==> src/rtl/psum_accumulator_if.sv <==
// psum_accumulator_if
//   Groups the configuration, input-beat and output handshake signals of
//   psum_accumulator. clk and the active-low reset stay plain module ports.
//   Signals:
//     start, cfg_len, cfg_bias   pixel start and its configuration
//     in_valid, in_ready, in_data  partial-sum beats from the adder tree
//     out_valid, out_ready, out_data  saturated result to the output writer
//     busy                       accumulator not idle
//   Modports: master (drives start/cfg/in/out_ready), slave (the accumulator).
interface psum_accumulator_if #(
  parameter int WIDTH     = 32,
  parameter int ACC_WIDTH = 48,
  parameter int MAX_LEN   = 256,
  parameter int LEN_W     = $clog2(MAX_LEN + 1)
);
  logic                 start;
  logic [LEN_W-1:0]     cfg_len;
  logic [ACC_WIDTH-1:0] cfg_bias;
  logic                 in_valid;
  logic                 in_ready;
  logic [WIDTH-1:0]     in_data;
  logic                 out_valid;
  logic                 out_ready;
  logic [WIDTH-1:0]     out_data;
  logic                 busy;

  modport master (
    output start, cfg_len, cfg_bias, in_valid, in_data, out_ready,
    input  in_ready, out_valid, out_data, busy
  );

  modport slave (
    input  start, cfg_len, cfg_bias, in_valid, in_data, out_ready,
    output in_ready, out_valid, out_data, busy
  );
endinterface

==> src/rtl/psum_accumulator.sv <==
// psum_accumulator
//   Accumulates cfg_len partial sums from the adder tree on top of a
//   programmable bias and emits one WIDTH-bit saturated result per pixel over
//   a valid/ready handshake.
//   Ports:
//     clk   rising-edge clock
//     rst   asynchronous active-low reset
//     bus   psum_accumulator_if.slave (start/cfg, in beats, out handshake, busy)
//   Build option: define ACC_RELU_EN to clamp negative results to zero.
//
//   state | meaning
//   IDLE  | waiting for start with a non-zero length
//   ACCUM | accepting beats, one per cycle while in_valid
//   DONE  | holding the result until the consumer takes it
module psum_accumulator #(
  parameter int WIDTH     = 32,
  parameter int ACC_WIDTH = 48,
  parameter int MAX_LEN   = 256,
  parameter int LEN_W     = $clog2(MAX_LEN + 1)
) (
  input  logic                clk,
  input  logic                rst,
  psum_accumulator_if.slave   bus
);

  typedef enum logic [1:0] {S_IDLE, S_ACCUM, S_DONE} state_t;

  state_t               r_state;
  logic [ACC_WIDTH-1:0] r_acc;
  logic [LEN_W-1:0]     r_cnt;
  logic [LEN_W-1:0]     r_len;
  logic                 r_in_ready;
  logic                 r_out_valid;
  logic [WIDTH-1:0]     r_out_data;
  logic                 r_busy;

  logic [ACC_WIDTH-1:0] w_sum;
  logic                 w_fits;
  logic [WIDTH-1:0]     w_sat;
  logic [WIDTH-1:0]     w_post;
  logic                 w_last;
  logic                 w_load;

  assign w_sum  = r_acc + {{(ACC_WIDTH-WIDTH){bus.in_data[WIDTH-1]}}, bus.in_data};
  // The sum fits in WIDTH bits when every bit from the WIDTH-1 sign position up is equal.
  assign w_fits = (&w_sum[ACC_WIDTH-1:WIDTH-1]) | ~(|w_sum[ACC_WIDTH-1:WIDTH-1]);
  assign w_sat  = w_fits ? w_sum[WIDTH-1:0]
                : (w_sum[ACC_WIDTH-1] ? {1'b1, {(WIDTH-1){1'b0}}}
                                      : {1'b0, {(WIDTH-1){1'b1}}});
`ifdef ACC_RELU_EN
  assign w_post = w_sat[WIDTH-1] ? '0 : w_sat;
`else
  assign w_post = w_sat;
`endif

  assign w_last = (r_cnt == r_len - LEN_W'(1));
  assign w_load = bus.start && (bus.cfg_len != '0);

  always_ff @(posedge clk or negedge rst) begin
    if (!rst) begin
      r_state     <= S_IDLE;
      r_acc       <= '0;
      r_cnt       <= '0;
      r_len       <= '0;
      r_in_ready  <= 1'b0;
      r_out_valid <= 1'b0;
      r_out_data  <= '0;
      r_busy      <= 1'b0;
    end else begin
      case (r_state)
        S_IDLE: begin
          if (w_load) begin
            r_state    <= S_ACCUM;
            r_acc      <= bus.cfg_bias;
            r_cnt      <= '0;
            r_len      <= bus.cfg_len;
            r_in_ready <= 1'b1;
            r_busy     <= 1'b1;
          end
        end
        S_ACCUM: begin
          if (bus.in_valid && r_in_ready) begin
            r_acc <= w_sum;
            r_cnt <= r_cnt + LEN_W'(1);
            if (w_last) begin
              r_state     <= S_DONE;
              r_in_ready  <= 1'b0;
              r_out_valid <= 1'b1;
              r_out_data  <= w_post;
            end
          end
        end
        S_DONE: begin
          if (bus.out_ready) begin
            r_out_valid <= 1'b0;
            // A start coinciding with the handshake reloads without an IDLE bubble.
            if (w_load) begin
              r_state    <= S_ACCUM;
              r_acc      <= bus.cfg_bias;
              r_cnt      <= '0;
              r_len      <= bus.cfg_len;
              r_in_ready <= 1'b1;
            end else begin
              r_state <= S_IDLE;
              r_busy  <= 1'b0;
            end
          end
        end
        default: begin
          r_state    <= S_IDLE;
          r_in_ready <= 1'b0;
          r_busy     <= 1'b0;
        end
      endcase
    end
  end

  assign bus.in_ready  = r_in_ready;
  assign bus.out_valid = r_out_valid;
  assign bus.out_data  = r_out_data;
  assign bus.busy      = r_busy;

endmodule

==> src/flat_wrapper.sv <==
// flat-port wrapper written by rule: the top's interface ports become plain ports
module psum_accumulator_flat 
#(
  parameter int WIDTH     = 32,
  parameter int ACC_WIDTH = 48,
  parameter int MAX_LEN   = 256,
  parameter int LEN_W     = $clog2(MAX_LEN + 1)
)
  (clk, rst, bus_start, bus_cfg_len, bus_cfg_bias, bus_in_valid, bus_in_data, bus_out_ready, bus_in_ready, bus_out_valid, bus_out_data, bus_busy);
  psum_accumulator_if #(.WIDTH(WIDTH), .ACC_WIDTH(ACC_WIDTH), .MAX_LEN(MAX_LEN), .LEN_W(LEN_W)) bus_i ();
  input  logic clk;
  input  logic rst;
  input wire logic [$bits(bus_i.start)-1:0] bus_start;
  input wire logic [$bits(bus_i.cfg_len)-1:0] bus_cfg_len;
  input wire logic [$bits(bus_i.cfg_bias)-1:0] bus_cfg_bias;
  input wire logic [$bits(bus_i.in_valid)-1:0] bus_in_valid;
  input wire logic [$bits(bus_i.in_data)-1:0] bus_in_data;
  input wire logic [$bits(bus_i.out_ready)-1:0] bus_out_ready;
  output wire logic [$bits(bus_i.in_ready)-1:0] bus_in_ready;
  output wire logic [$bits(bus_i.out_valid)-1:0] bus_out_valid;
  output wire logic [$bits(bus_i.out_data)-1:0] bus_out_data;
  output wire logic [$bits(bus_i.busy)-1:0] bus_busy;
  assign bus_i.start = bus_start;
  assign bus_i.cfg_len = bus_cfg_len;
  assign bus_i.cfg_bias = bus_cfg_bias;
  assign bus_i.in_valid = bus_in_valid;
  assign bus_i.in_data = bus_in_data;
  assign bus_i.out_ready = bus_out_ready;
  assign bus_in_ready = bus_i.in_ready;
  assign bus_out_valid = bus_i.out_valid;
  assign bus_out_data = bus_i.out_data;
  assign bus_busy = bus_i.busy;
  psum_accumulator #(.WIDTH(WIDTH), .ACC_WIDTH(ACC_WIDTH), .MAX_LEN(MAX_LEN), .LEN_W(LEN_W)) u_core (.clk(clk), .rst(rst), .bus(bus_i));
endmodule
==> config.mk <==
export PLATFORM = sky130hd
export DESIGN_NAME = psum_accumulator_flat
export DESIGN_NICKNAME = d
export VERILOG_FILES = /design/src/rtl/psum_accumulator_if.sv /design/src/rtl/psum_accumulator.sv /design/src/flat_wrapper.sv
export SDC_FILE = /design/constraint.sdc
export NUM_CORES = 1
export LEC_CHECK = 0
export CAP_MARGIN = 20
export CORE_AREA = 3 3 159 200
export CTS_BUF_LIST = sky130_fd_sc_hd__clkbuf_4 sky130_fd_sc_hd__clkbuf_8
export DETAILED_ROUTE_END_ITERATION = 7
export DIE_AREA = 0 0 162 203
export GPL_TIMING_DRIVEN = 0
export PLACE_DENSITY = 0.54
export SETUP_SLACK_MARGIN = 0.5
export SYNTH_ARGS = -nofsm -noshare
export SYNTH_HDL_FRONTEND = slang
export SYNTH_SLANG_ARGS = --single-unit
export TNS_END_PERCENT = 1
==> constraint.sdc <==
create_clock -name clk -period 3.8 [get_ports clk]
set_clock_uncertainty 0.1 [all_clocks]
set_input_delay 0.95 -clock clk [delete_from_list [all_inputs] [get_ports clk]]
set_output_delay 0.95 -clock clk [all_outputs]
set_load 0.01 [all_outputs]
==> metrics.yaml <==
relSlewSlack_pct: 51.6
power_density_nw_per_um2: 862
ir_drop_mv: 0.292
cpMaxStageDelayCell: "fa_2"
nets: 1386
totalWireLength_mm: 31.8
critPathMaxFanout: 5
cap_violations: 0
power_mw: 10.6
grt_pass1_wl_mm: 49.9
ys_dominant_reg_cell: "dfrtp_1"
cp.required_ns: 4.00
ctsHoldBuffers: 0
clock_path_buffers: 2
r2r_cells: 19
drcViolationCount: 0
via_per_inst: 5.28
n_antenna_cell: 0
clock_sinks: 103
io_buffers: 128
drive_gt1_share_pct: 27.2
fin_util_pct: 41.0
clock.fmax_mhz: 250
n_fill_cell: 3066
die_x_um: 162
synth-seq-cells: 103
ant_nets: 0
tightestPinTransition_ns: 0.724
cp.arrival_ns: 4.20
p_comb_share_pct: 73.8
cp-endpoint: "u_core.bus.out_data[28]"
synth_edf_count: 0
r2r_end: "u_core.bus.out_data[28]"
num_rows: 71
synth_warnings: 0
core_area_um2: 30000
dr_total_vias: 8704
antenna_found_initial: 0
critPathLaunch: "bus_in_data[0]"
drt_iter0_markers: 497
gr-total-overflow: 0
status: "complete, but fails checks"
ys_types: 86
multi_input_area_um2: 6530
critPathKind: "input pin to register"
grt_pass1_vias: 8827
syn_to_final_growth_pct: 46.5
critPathLaunchType: "input pin"
insertion_delay_ns: 0.42
max_stage_delay_ns: 0.39
avgSynthCellArea_um2: 8.24
drtPass1Iterations: 5
cts_tree: "built"
hold_viol: 0
htree_levels: 3
dieArea_um2: 32900
post-route-period-util_pct: 105
ys_async_sr_fraction_pct: 100
violations: "negative setup slack"
initial_core_util_pct: 28.0
period_needed_ns: 4.00
root_buffer: "clkbuf_8"
slew_viol_final: 0
pwr-share-seq_pct: 19.1
gp_routability_congestion: 0.924
cp_cell_sequence: "buf_6 > ha_4 > inv_2 > fa_2 > nand2b_4 > a21oi_4 > o21ai_4 > a2111oi_4 > buf_4 > o21a_1 > a31oi_1 > xnor2_1 > nand4_1 > buf_4 > nor4_4 > a21o_4 > buf_6 > buf_6 > buf_12 > o22ai_2"
clkTransAtPathRegs_ns: 0.12
synth_nets: 1164
seq_area_frac_synth_pct: 30.7
regArea_um2: 2580
setup_viol: 32
switching_share_pct: 47.8
rsz0062_at_grt: "true"
die_y_um: 203
syn-instance-count: 1020
r2r_start: "u_core.r_acc[0]"
drt-wirelength-per-cell_um: 19.3
hp-class: "input pin to asynchronous set/reset pin"
hpwlAfterDp_mm: 24.1
pwr-share-clk_pct: 7.1
fin_ws_ns: -0.204
switchingPower_mw: 5.07
grt_start_max_net_pins: 72
numCtsBuffers: 9
syn_area_um2: 8410
path_common_cell: "buf_6"
grt_usage_pct: 19.3
p_int_mw: 5.54
cp-end-kind: "register"
leakage_nw: 4.95
reg2reg_slack_ns: -0.02
ios: 129
[worst min path at each step]
stage / cells past startpoint / start / to
after floorplan: 1 / u_core.r_acc[34] / u_core.r_acc[34]
after global placement: 1 / u_core.r_acc[34] / u_core.r_acc[34]
after detailed placement: 1 / u_core.r_acc[34] / u_core.r_acc[34]
after CTS: 1 / rst / u_core.r_acc[1]
after global routing: 1 / rst / u_core.r_cnt[2]
final: 1 / rst / u_core.r_cnt[2]
[through the flow]
| step | setup WS, ns | cell area, µm² | instances | TNS [ns] | hold WS, ns |
|---|---|---|---|---|---|
| global route | -0.293 | 12300 | 1648 | -8.40 | 0.317 |
| CTS | -0.117 | 12200 | 1643 | -2.96 | 0.305 |
| detailed placement | -1.72 | 10300 | 1550 | -88.43 | 0.374 |
| global placement | -2.69 | 10200 | 1549 | -366.22 | 0.370 |
| floorplan | -0.0649 | 8460 | 1020 | -1.95 | 0.353 |
| finish | -0.204 | 12300 | 1648 | -5.66 | 0.313 |
[routing by layer]
layer / routed length (µm) / track usage (%) / up-vias / share of wire, %
met5: 0 / 0 / - / 0
met4: 1150 / 7.71 / 0 / 3.6
met3: 1200 / 2.94 / 62 / 3.8
met2: 16000 / 33.7 / 228 / 50
met1: 13500 / 23.9 / 4213 / 42
li1: - / - / 4201 / -
[cells in the mapped netlist, types with 6 or more instances]
master | n | area (µm²)
o22ai_2 | 30 | 375
nor3_1 | 16 | 80.1
a31oi_1 | 12 | 75.1
o31ai_1 | 7 | 52.6
a21o_1 | 14 | 105
xnor2_1 | 30 | 263
o211ai_1 | 6 | 45.0
a22oi_1 | 27 | 203
and2_1 | 7 | 43.8
and3_1 | 6 | 37.5
nand3_1 | 16 | 80.1
nand2_1 | 122 | 458
a21oi_1 | 78 | 390
a21oi_2 | 7 | 61.3
o21ai_1 | 14 | 70.1
nor2_1 | 120 | 450
buf_2 | 17 | 85.1
ha_1 | 49 | 613
o21ai_0 | 87 | 435
inv_1 | 15 | 56.3
nand4_1 | 26 | 163
clkbuf_1 | 23 | 86.3
o21a_1 | 8 | 60.1
nor4_1 | 10 | 62.6
nor2b_1 | 8 | 50.1
xor2_1 | 21 | 184
o21bai_1 | 32 | 240
dfrtp_1 | 103 | 2580
nand2b_1 | 11 | 68.8
[cells in the final DEF, fill, tap and decap left out, drive strengths merged, types with 3 or more instances in the layout]
| cell type | netlist | final |
|---|---|---|
| a211o | 3 | 3 |
| a211oi | 6 | 6 |
| a21boi | 4 | 4 |
| a21o | 16 | 16 |
| a21oi | 85 | 85 |
| a221oi | 4 | 4 |
| a22oi | 27 | 27 |
| a31oi | 12 | 12 |
| and2 | 8 | 8 |
| and3 | 6 | 6 |
| and4 | 3 | 3 |
| buf | 30 | 120 |
| clkbuf | 24 | 30 |
| clkdlybuf4s50 | 0 | 95 |
| dfrtp | 103 | 103 |
| dlygate4sd2 | 0 | 27 |
| ha | 49 | 49 |
| inv | 15 | 18 |
| mux2i | 4 | 4 |
| nand2 | 123 | 123 |
| nand2b | 11 | 11 |
| nand3 | 16 | 16 |
| nand4 | 26 | 26 |
| nor2 | 120 | 120 |
| nor2b | 8 | 8 |
| nor3 | 18 | 18 |
| nor3b | 4 | 4 |
| nor4 | 13 | 13 |
| o211ai | 8 | 8 |
| o21a | 8 | 8 |
| o21ai | 102 | 102 |
| o21bai | 32 | 32 |
| o22ai | 35 | 35 |
| o31ai | 7 | 7 |
| or3 | 5 | 5 |
| xnor2 | 30 | 30 |
| xor2 | 22 | 22 |
[cell type report]
cell class	count	area share, %
plain buffers	54	3.61
clock buffers	9	1.01
clock inverters	7	0.630
inverters	15	0.457
multi-input cells	848	53.0
flip-flops and latches	103	20.9
well taps	401	4.07
repair buffers	211	16.3
[critical path, delay by kind of cell]
kind	cells	cell delay, ns
compound gates	7	1.15
buf+inv	7	0.82
fa+ha+maj	2	0.52
simple gates	3	0.50
xor+xnor	1	0.23
[power by group through the flow]
stage | Sequential (mW) | Clock [mW] | Combinational [mW]
final | 2.02 | 0.757 | 7.83
after global routing | 2.08 | 0.828 | 8.50
after CTS | 2.02 | 0.783 | 7.52
after detailed placement | 1.98 | 0 | 5.86
after global placement | 1.98 | 0 | 5.79
after floorplan | 1.94 | 0 | 4.13
[flip-flops by register name, summed over array words and instances, names as in the netlist]
| register | count |
|---|---|
| u_core.bus.out_data | 32 |
| u_core.r_len | 9 |
| u_core.r_acc | 48 |
| u_core.bus.in_ready | 1 |
| u_core.bus.busy | 1 |
| u_core.r_cnt | 9 |
| u_core.r_state | 2 |
| u_core.bus.out_valid | 1 |
[cell families (layout without fill, tap and decap cells)]
| kind of cell | count (synthesis) | in the layout | share of synthesized area, % |
|---|---|---|---|
| AOI/OAI and AO/OA | 367 | 367 | 30.0 |
| buffers and inverters | 69 | 296 | 4.38 |
| xor gates and xnor gates | 52 | 52 | 5.51 |
| and+or+nand+nor | 375 | 375 | 21.4 |
| muxes | 4 | 4 | 0.476 |
| DFF | 103 | 103 | 30.7 |
| adders and majority gates | 50 | 50 | 7.53 |
[timing repair]
item	4_1_cts	5_1_grt
gates cloned	3	0
gates resized for setup	269	39
setup endpoints to repair	99	79
pin swaps	91	33
buffers inserted	74	5
Power figures use the tool's default switching activity.
